<file path="config.mk">
export PLATFORM = sky130hd
export DESIGN_NAME = mem_access_arbiter
export DESIGN_NICKNAME = d
export VERILOG_FILES = /design/src/rtl/mem_access_arbiter.sv
export SDC_FILE = /design/constraint.sdc
export NUM_CORES = 1
export LEC_CHECK = 0
export ABC_AREA = 1
export ABC_CLOCK_PERIOD_IN_PS = 1450
export CAP_MARGIN = 20
export CORE_MARGIN = 2
export CORE_UTILIZATION = 40
export DETAILED_ROUTE_END_ITERATION = 10
export PLACE_DENSITY = 0.88
export SYNTH_ARGS = -nofsm -noshare
export SYNTH_HDL_FRONTEND = slang
export SYNTH_SLANG_ARGS = --single-unit
export TNS_END_PERCENT = 10
</file>
<file path="constraint.sdc">
create_clock -name clk -period 1.45 [get_ports clk]
set_input_delay 0.145 -clock clk [delete_from_list [all_inputs] [get_ports clk]]
set_output_delay 0.145 -clock clk [all_outputs]
set_load 0.02 [all_outputs]
</file>
<file path="src/rtl/mem_access_arbiter.sv">
// Two-requester round-robin front end for a strobe-triggered memory.
// Fields are registered at grant and held SETUP_CYC clocks before m_start rises.
module mem_access_arbiter #(
    parameter int ADDR_W     = 8,
    parameter int DATA_W     = 8,
    parameter int SETUP_CYC  = 1,
    parameter int STROBE_CYC = 1
) (
    input  logic              clk,
    input  logic              rst,
    input  logic              req0,
    input  logic              req1,
    input  logic              we0,
    input  logic              we1,
    input  logic [ADDR_W-1:0] addr0,
    input  logic [ADDR_W-1:0] addr1,
    input  logic [DATA_W-1:0] wdata0,
    input  logic [DATA_W-1:0] wdata1,
    output logic              gnt0,
    output logic              gnt1,
    output logic              done0,
    output logic              done1,
    output logic [DATA_W-1:0] rdata,
    output logic              busy,
    output logic              m_start,
    output logic              m_write,
    output logic [ADDR_W-1:0] m_addr,
    output logic [DATA_W-1:0] m_data,
    input  logic [DATA_W-1:0] m_rdata
);

    localparam int MAX_CYC = (SETUP_CYC > STROBE_CYC) ? SETUP_CYC : STROBE_CYC;
    localparam int CNT_W   = $clog2(MAX_CYC) + 1;
    localparam logic [CNT_W-1:0] SETUP_LAST  = CNT_W'(SETUP_CYC - 1);
    localparam logic [CNT_W-1:0] STROBE_LAST = CNT_W'(STROBE_CYC - 1);

    generate
        if (SETUP_CYC < 1) begin : g_bad_setup
            $error("SETUP_CYC must be at least 1");
        end
        if (STROBE_CYC < 1) begin : g_bad_strobe
            $error("STROBE_CYC must be at least 1");
        end
    endgenerate

    typedef enum logic [1:0] {IDLE, SETUP, STROBE, HOLD} state_t;

    state_t           state;
    logic [CNT_W-1:0] cnt;
    logic             owner;  // last granted requester; doubles as the RR pointer
    logic             pick1;

    // Contention goes to whoever was not granted last.
    always_comb begin
        pick1 = req1;
        if (req0 && req1) begin
            pick1 = ~owner;
        end
    end

    assign busy = (state != IDLE);

    always_ff @(posedge clk or posedge rst) begin
        if (rst) begin
            state   <= IDLE;
            cnt     <= '0;
            owner   <= 1'b1;
            gnt0    <= 1'b0;
            gnt1    <= 1'b0;
            done0   <= 1'b0;
            done1   <= 1'b0;
            rdata   <= '0;
            m_start <= 1'b0;
            m_write <= 1'b0;
            m_addr  <= '0;
            m_data  <= '0;
        end else begin
            gnt0  <= 1'b0;
            gnt1  <= 1'b0;
            done0 <= 1'b0;
            done1 <= 1'b0;
            case (state)
                IDLE: begin
                    if (req0 || req1) begin
                        state   <= SETUP;
                        cnt     <= '0;
                        owner   <= pick1;
                        gnt0    <= ~pick1;
                        gnt1    <= pick1;
                        m_write <= pick1 ? we1 : we0;
                        m_addr  <= pick1 ? addr1 : addr0;
                        m_data  <= pick1 ? wdata1 : wdata0;
                    end
                end
                SETUP: begin
                    if (cnt == SETUP_LAST) begin
                        state   <= STROBE;
                        cnt     <= '0;
                        m_start <= 1'b1;
                    end else begin
                        cnt <= cnt + 1'b1;
                    end
                end
                STROBE: begin
                    if (cnt == STROBE_LAST) begin
                        state   <= HOLD;
                        cnt     <= '0;
                        m_start <= 1'b0;
                        done0   <= ~owner;
                        done1   <= owner;
                        if (!m_write) begin
                            rdata <= m_rdata;
                        end
                    end else begin
                        cnt <= cnt + 1'b1;
                    end
                end
                HOLD: begin
                    state   <= IDLE;
                    m_write <= 1'b0;
                end
                default: state <= IDLE;
            endcase
        end
    end

endmodule

</file>
==> impl_metrics.toml, run 1 <==
[synth]
synthMuxAreaShare_pct = 0
synth_area_um2 = 1610
yosys.area.top_type_share_pct = 49.8
yosys.area_share.xor_xnor_pct = 0
synth_top_family_by_area = "simple AND/OR/NAND/NOR gates"
synth_nets = 245
ys_warn_count = 0
yosysSeqAreaShare_pct = 51.4
synth_cells = 196
synth-adder-area-share_pct = 2.33
synth_top_cell_by_area = "dfrtp_1"
ys_ff_latch = 33
yosys.cell_types.count = 23
synth_compound_area_share_pct = 9.41
yosys-top-cells-area = "dfrtp_1 (50%), nand2_1 (17%), o21ai_2 (5.4%)"
synthSimpleGateAreaFrac_pct = 27.6
postSynthAreaPerCell_um2 = 8.21

[setup_path]
crit_family = "buffers and inverters"
setup.worst_path.start_class = "register"
critPathRequiredTime_ns = 1.31
path_buf_inv = 1
crit_path_end_kind = "primary output"
max_stage_delay_ns = 0.63
crit_arrival_ns = 1.25
cpMaxStageDelayCell = "clkdlybuf4s50_1"
crit_chain = "clkdlybuf4s50_1"
crit_fanout = 2
path_class = "register to primary output"

[outcome]
status = "finished, final reports clean"

[cells_and_area]
antenna_cells = 0
design_area_um2 = 2620
area_growth_pct = 63.0
drive_gt1_share_pct = 15.3
final_cell_count_no_fill = 337
fin_nets = 335
fillCellCount = 312
regArea_um2 = 827
multi_input_area_um2 = 659
layout_commonest_cell = "clkdlybuf4s50_1"
final_cell_mix = "clkdlybuf4s50_1 (74), nand2_1 (72), dfrtp_1 (32)"

[clock_tree]
cts-root-buf = "clkbuf_8"
clkTransAtPathRegs_ns = 0.07
clock_latency_ns = 0.28
cts_buffer_depth = 2
cts_buffers = 5
cts_tree = "built"
htree_levels = 2
cts_sinks = 33
hold_buffers = 0

[power]
peakVddDrop_v = 0.00106
p_leak_nw = 1.28
power-per-cell-area_nw_per_um2 = 2020

[global_route]
met3_usage_pct = 6.83
grtUsageTotal_pct = 17.7
grt_start_max_net_pins = 34
met2_usage_pct = 32.3
grt-busiest-layer = "met2"
antenna_found_initial = 0
grt_pass1_wl_mm = 6.04
grt_pass1_vias = 1400
overflow = 0
globalRouteMet1Util_pct = 18.6

[worst_hold_path]
hp-class = "primary input to asynchronous set/reset pin"

[floorplan]
dieArea_um2 = 4550
rows = 23
coreArea_um2 = 3940
start_util_pct = 40.8
dieHeight_um = 67.4
die_w_um = 67.4
ios = 77

[placement]
hpwlAfterDp_mm = 2.80
placed_cell_area_um2 = 2460
io_buffers = 76
gp_congestion = 0.709
place_inst = 323

[sta]
max_freq_mhz = 716
max_slew_margin_pct = 80.5
fin_crit_sh_pct = 96.3
tightest_slew_ns = 0.291
min_period_ns = 1.40
final-hold-violation-count = 0
setup_violations = 0
skew_ns = 0.00387
finalMaxSlewViolations = 0

[flow_run]
drv_cap = 0

[drt]
remaining_drc_errors = 0
dr_total_vias = 1520
drtIter0Drc = 69
viasPerCell = 4.51
drt-total-wl_mm = 3.72
dr.pass1.iters = 4
post_drt_wl_per_cell_um = 11.0
antenna_left = 0
[cells in the mapped netlist, drive strengths merged]
master,n
nand3b,1
nor3,1
a21oi,4
inv,24
clkinv,1
nand2,74
dfstp,1
clkbuf,1
buf,5
o21ai,18
dfrtp,32
nor2,22
ha,3
nand3,9
[final cells by class]
class	instances	area share, %
sequential	33	31.5
clock inverter	2	0.382
inverter	25	3.67
timing repair buffer	89	34.1
tap	50	2.39
multi-input combinational	132	25.1
clock buffer	6	2.77
[worst reg2reg max path: cells and delay by family, from the launching register on]
family / cells / cell delay [ns]
DFF: 1 / 0.42
and+or+nand+nor: 2 / 0.20
adders and majority gates: 1 / 0.14
buffers and inverters: 4 / 0.41
AOI/OAI and AO/OA: 1 / 0.12
[stage by stage]
stage / hold slack (ns) / utilization [%] / TNS, ns / setup slack, ns / power, mW
floorplan: 0.217 / - / 0 / 0.117 / 3.22
global placement: 0.454 / 62.3 / 0 / 0.0339 / 4.35
detailed placement: 0.460 / 62.3 / -0.368 / -0.0512 / 4.45
CTS: 0.207 / 65.0 / 0 / 0.00221 / 5.15
global route: 0.214 / 66.5 / -0.0521 / -0.0185 / 5.71
finish: 0.204 / 66.5 / 0 / 0.0534 / 5.29
[power breakdown]
| part | total (mW) | internal (mW) | switching, mW |
|---|---|---|---|
| Combinational | 3.03 | 1.45 | 1.58 |
| Clock | 0.642 | 0.332 | 0.310 |
| Sequential | 1.62 | 1.38 | 0.242 |
[timing repair]
item | CTS | global route
setup buffers | 2 | 4
endpoints found under the setup margin | 21 | 22
gates resized for setup | 5 | 9
cloned | 0 | 0
pin swaps | 1 | 3
[cells by family (layout without fill, tap and decap cells)]
| group | after synthesis | after routing |
|---|---|---|
| DFF | 33 | 33 |
| and+or+nand+nor | 107 | 107 |
| adders and majority gates | 3 | 3 |
| buffers and inverters | 31 | 122 |
| AOI/OAI and AO/OA | 22 | 22 |
[state kept, by name, indices dropped and copies added, names as in the netlist]
| register | flops |
|---|---|
| state | 2 |
| gnt1 | 1 |
| done0 | 1 |
| m_addr | 8 |
| rdata | 8 |
| gnt0 | 1 |
| m_start | 1 |
| m_data | 8 |
| owner | 1 |
| m_write | 1 |
| done1 | 1 |
[layer usage]
metal | wire [um] | vias to the layer above
met3 | 322 | 5
met1 | 1430 | 683
met5 | 0 | -
met4 | 31 | 0
li1 | - | 774
met2 | 1940 | 58
[final timing paths]
kind / from / to / slack (ns) / cells past startpoint
worst max-delay path: m_data[2] / m_data[2] / 0.05 / 1
worst min-delay path: rst / rdata[2] / 0.20 / 3
worst max register to register: state[0] / m_addr[7] / 0.07 / 8
worst min register to register: rdata[6] / rdata[6] / 0.47 / 2
max in group asynchronous: rst / owner / 1.01 / 3
min in group clk: m_rdata[2] / rdata[2] / 0.44 / 3
Note: power is estimated with default switching activity, not from simulation.
==> inputs of run 2 (changes only) <==
--- a/config.mk
+++ b/config.mk
@@ -8,10 +8,11 @@
 export ABC_AREA = 1
 export ABC_CLOCK_PERIOD_IN_PS = 1450
 export CAP_MARGIN = 20
-export CORE_MARGIN = 2
+export CORE_ASPECT_RATIO = 1.2
 export CORE_UTILIZATION = 40
 export DETAILED_ROUTE_END_ITERATION = 10
 export PLACE_DENSITY = 0.88
+export SLEW_MARGIN = 20
 export SYNTH_ARGS = -nofsm -noshare
 export SYNTH_HDL_FRONTEND = slang
 export SYNTH_SLANG_ARGS = --single-unit
==> run 2 against run 1 <==
Flip-flop and latch count is the same; combinational power shrank 5%; register-to-register slack is essentially flat; via count grew 2.0%; critical path type unchanged.
==> impl_metrics.toml, run 2 (same netlist as run 1, synthesis figures left out) <==
[clock_tree]
hold_buffers = 0
cts_buffer_depth = 2
cts-root-buf = "clkbuf_8"
postCtsSetupBuffers = 0
cts_sinks = 33
cts_buffers = 5
htree_levels = 2
clkTransAtPathRegs_ns = 0.07
cts_tree = "built"
clock_latency_ns = 0.28

[sta]
fin_crit_sh_pct = 96.4
tightest_slew_ns = 0.273
skew_ns = 0.00778
final-hold-violation-count = 0
max_freq_mhz = 715
setup_violations = 0
whs_ns = 0.217
min_period_ns = 1.40
finalMaxSlewViolations = 0
max_slew_margin_pct = 81.7
rsz0062_at_grt = "yes"

[cells_and_area]
regArea_um2 = 827
fin_nets = 333
layout_commonest_cell = "clkdlybuf4s50_1"
fillCellCount = 281
antenna_cells = 0
top_regs = "m_addr (8), m_data (8), rdata (8)"
final_cell_mix = "clkdlybuf4s50_1 (74), nand2_1 (72), dfrtp_1 (32)"
multi_input_area_um2 = 638
drive_gt1_share_pct = 13.3
area_growth_pct = 62.1

[worst_hold_path]
hp-class = "primary input to asynchronous set/reset pin"

[global_route]
antenna_found_initial = 0
grtUsageTotal_pct = 21.3
grt_pass1_vias = 1589
overflow = 0
grt_start_max_net_pins = 34
grt_pass1_wl_mm = 6.87

[setup_path]
r2r_slack_ns = 0.06
setup.worst_path.start_class = "register"
path_buf_inv = 1
max_stage_delay_ns = 0.62
cpMaxStageDelayCell = "clkdlybuf4s50_1"
crit_chain = "clkdlybuf4s50_1"
worstSetupPathDepth = 1
r2r_start = "state[0]"
crit_family = "buffers and inverters"
r2r-end = "m_write"
rr_worst_depth = 7
critPathRequiredTime_ns = 1.31
crit_path_end_kind = "primary output"
path_class = "register to primary output"
crit_fanout = 2
crit_arrival_ns = 1.25

[floorplan]
dieHeight_um = 71.5
start_util_pct = 42.9
coreArea_um2 = 3750
dieArea_um2 = 4280
rows = 24
die_w_um = 59.9
ios = 77

[drt]
antenna_left = 0
remaining_drc_errors = 0
drt-total-wl_mm = 4.08
dr.pass1.iters = 4
viasPerCell = 4.60
drtIter0Drc = 115
post_drt_wl_per_cell_um = 12.1
dr_total_vias = 1551

[placement]
hpwlAfterDp_mm = 2.96
io_buffers = 76
gp_congestion = 0.822

[flow_run]
drv_cap = 0

[outcome]
status = "finished, final reports clean"

[power]
netSwitchingFraction_pct = 39.4
seq_power_share_pct = 29.9
finalPower_mw = 5.36
p_switching_mw = 2.11
share_comb_of_total_power_pct = 53.6
internal_power_mw = 3.25
p_leak_nw = 1.27
peakVddDrop_v = 0.000926
clkPwrFrac_pct = 16.5
power-per-cell-area_nw_per_um2 = 2050
-- run 2: how the worst max path moves through the flow --
stage               startpoint        end  slack (ns)
global route          state[0]    m_write       -0.01
finish               m_addr[0]  m_addr[0]        0.05
global placement          req1  m_data[0]     -0.0007
detailed placement    state[0]       busy       -0.04
floorplan             state[0]  m_addr[0]        0.12
CTS                   state[0]    m_write        0.04
-- run 2: metal layers --
layer / up-vias / wire [um] / track usage, %
met1: 693 / 1600 / 24.3
met3: 10 / 350 / 7.04
met5: - / 0 / 0
li1: 772 / - / -
met2: 76 / 2050 / 36.2
met4: 0 / 70 / 8.01
-- run 2: power by group through the flow --
stage | Sequential (mW) | Combinational (mW) | Clock (mW)
after floorplan | 2.09 | 1.13 | 0
after global placement | 1.60 | 2.81 | 0
after detailed placement | 1.61 | 2.88 | 0
after CTS | 1.60 | 2.90 | 0.903
after global routing | 1.65 | 3.13 | 0.945
final | 1.60 | 2.87 | 0.884
-- run 2: timing repair --
| item | 4_1_cts | 5_1_grt |
|---|---|---|
| gates cloned | 0 | 0 |
| setup endpoints to repair | 9 | 26 |
| pin swaps | 0 | 1 |
| gates resized for setup | 5 | 2 |
-- run 2: cell type report --
class	count	area share, %
repair buffers	87	33.2
multi-input cells	132	24.5
clock buffers	7	3.31
inverters	25	3.69
clock inverters	1	1.15
flip-flops and latches	33	31.7
well taps	52	2.49
-- run 2: metrics by stage --
| step | instances | utilization, % | worst slack [ns] | cell area, um2 | TNS, ns |
|---|---|---|---|---|---|
| floorplan | 196 | - | 0.117 | 1610 | 0 |
| global placement | 329 | 66.3 | -0.000659 | 2490 | -0.000659 |
| detailed placement | 329 | 66.3 | -0.0358 | 2490 | -0.275 |
| CTS | 337 | 69.4 | 0.0356 | 2600 | 0 |
| global route | 337 | 69.5 | -0.0107 | 2610 | -0.0224 |
| finish | 337 | 69.5 | 0.0523 | 2610 | 0 |
==> inputs of run 3 (changes only) <==
--- a/config.mk
+++ b/config.mk
@@ -11,6 +11,7 @@
 export CORE_ASPECT_RATIO = 1.2
 export CORE_UTILIZATION = 40
 export DETAILED_ROUTE_END_ITERATION = 10
+export MAX_ROUTING_LAYER = met4
 export PLACE_DENSITY = 0.88
 export SLEW_MARGIN = 20
 export SYNTH_ARGS = -nofsm -noshare
==> run 3 against run 2 <==
Sequential share of layout area is the same; total power about the same; flip-flop and latch count unchanged; global-route usage up 0.51 points; combinational power hardly changed; critical endpoint unchanged; largest cell class unchanged; largest power group unchanged.
==> impl_metrics.toml, run 3 (same netlist as run 1, synthesis figures left out) <==
[sta]
min_period_ns = 1.40
whs_ns = 0.216
fin_ws_ns = 0.0524
max_slew_margin_pct = 81.8
setup_violations = 0
finalMaxSlewViolations = 0
tightest_slew_ns = 0.271
rsz0062_at_grt = "yes"
skew_ns = 0.00780
fin_crit_sh_pct = 96.4
max_freq_mhz = 715
final-hold-violation-count = 0

[setup_path]
setup.worst_path.start_class = "register"
critPathRequiredTime_ns = 1.31
path_buf_inv = 1
crit_chain = "clkdlybuf4s50_1"
cpMaxStageDelayCell = "clkdlybuf4s50_1"
max_stage_delay_ns = 0.62
crit_arrival_ns = 1.25
path_class = "register to primary output"
crit_fanout = 2
crit_path_end_kind = "primary output"
crit_family = "buffers and inverters"

[drt]
drtIter0Drc = 84
dr_total_vias = 1553
post_drt_wl_per_cell_um = 12.0
antenna_left = 0
viasPerCell = 4.61
dr.pass1.iters = 4
remaining_drc_errors = 0
drt-total-wl_mm = 4.05

[cells_and_area]
final_util_pct = 69.5
area_growth_pct = 62.1
fillCellCount = 281
top_regs = "m_addr (8), m_data (8), rdata (8)"
multi_input_area_um2 = 638
layout_commonest_cell = "clkdlybuf4s50_1"
fin_nets = 333
antenna_cells = 0
final_cell_count_no_fill = 337
regArea_um2 = 827
drive_gt1_share_pct = 13.3
final_cell_mix = "clkdlybuf4s50_1 (74), nand2_1 (72), dfrtp_1 (32)"

[placement]
gp_congestion = 0.834
hpwlAfterDp_mm = 2.96
place_inst = 329
place_ws_ns = -0.0358
io_buffers = 76

[power]
peakVddDrop_v = 0.000929
power-per-cell-area_nw_per_um2 = 2050
finalPower_mw = 5.36
p_leak_nw = 1.27

[global_route]
antenna_found_initial = 0
grt-busiest-layer = "met2"
grt_pass1_wl_mm = 6.84
met2_usage_pct = 36.3
grtUsageTotal_pct = 21.8
globalRouteMet1Util_pct = 23.9
grt_start_max_net_pins = 34
overflow = 0
met3_usage_pct = 7.04
grt_pass1_vias = 1592

[flow_run]
drv_cap = 0

[clock_tree]
cts-root-buf = "clkbuf_8"
cts_buffers = 5
cts_sinks = 33
clock_latency_ns = 0.28
postCtsSetupBuffers = 0
clkTransAtPathRegs_ns = 0.07
htree_levels = 2
cts_tree = "built"
cts_buffer_depth = 2

[floorplan]
die_w_um = 59.9
start_util_pct = 42.9
dieHeight_um = 71.5
dieArea_um2 = 4280
rows = 24
coreArea_um2 = 3750
ios = 77

[outcome]
status = "finished, final reports clean"

[worst_hold_path]
hp-class = "primary input to asynchronous set/reset pin"
run 3: cell counts in the layout (fill, tap and decap cells not counted):
Identical to the previous run, type by type.
run 3: worst register-to-register path, stage by stage (launching register included):
cell,delay [ns]
dfrtp_1,0.38
inv_1,0.08
ha_1,0.18
inv_2,0.08
nor2_8,0.22
inv_4,0.16
nand2_1,0.12
nand2_1,0.07
run 3: final timing paths:
kind                             from  slack, ns        end  depth (start not counted)
max                         m_addr[0]       0.05  m_addr[0]                          1
min                               rst       0.22   rdata[2]                          3
max reg2reg                  state[0]       0.06    m_write                          7
min reg2reg                  rdata[5]       0.47   rdata[5]                          2
max in group asynchronous         rst       0.98      owner                          3
min in group clk           m_rdata[3]       0.44   rdata[3]                          3
run 3: power breakdown:
group,internal (mW),switching [mW]
clock network,0.560,0.324
registers,1.38,0.225
logic,1.31,1.56
run 3: layout make-up:
class	instances	share of cell area, %
Inverter	25	3.69
Clock buffer	7	3.31
Sequential cell	33	31.7
Timing Repair Buffer	87	33.2
Clock inverter	1	1.15
Tap cell	52	2.49
Multi-Input combinational cell	132	24.5
run 3: repair_timing:
action | CTS | global route
hold buffers | 0 | 0
endpoints found under the setup margin | 9 | 26
pin swaps | 0 | 1
gates resized for setup | 5 | 2
endpoints found under the hold margin | 0 | 0
gates cloned | 0 | 0
run 3: per-stage QoR:
| stage | cell area, um2 | setup TNS [ns] |
|---|---|---|
| detailed placement | 2490 | -0.275 |
| finish | 2610 | 0 |
| global route | 2610 | -0.0224 |
| global placement | 2490 | -0.000659 |
| CTS | 2600 | 0 |
| floorplan | 1610 | 0 |
run 3: per-layer routing:
metal | share of wire [%] | up-vias
li1 | - | 771
met1 | 39 | 702
met2 | 51 | 70
met3 | 8.1 | 10
met4 | 1.7 | 0
met5 | 0 | -
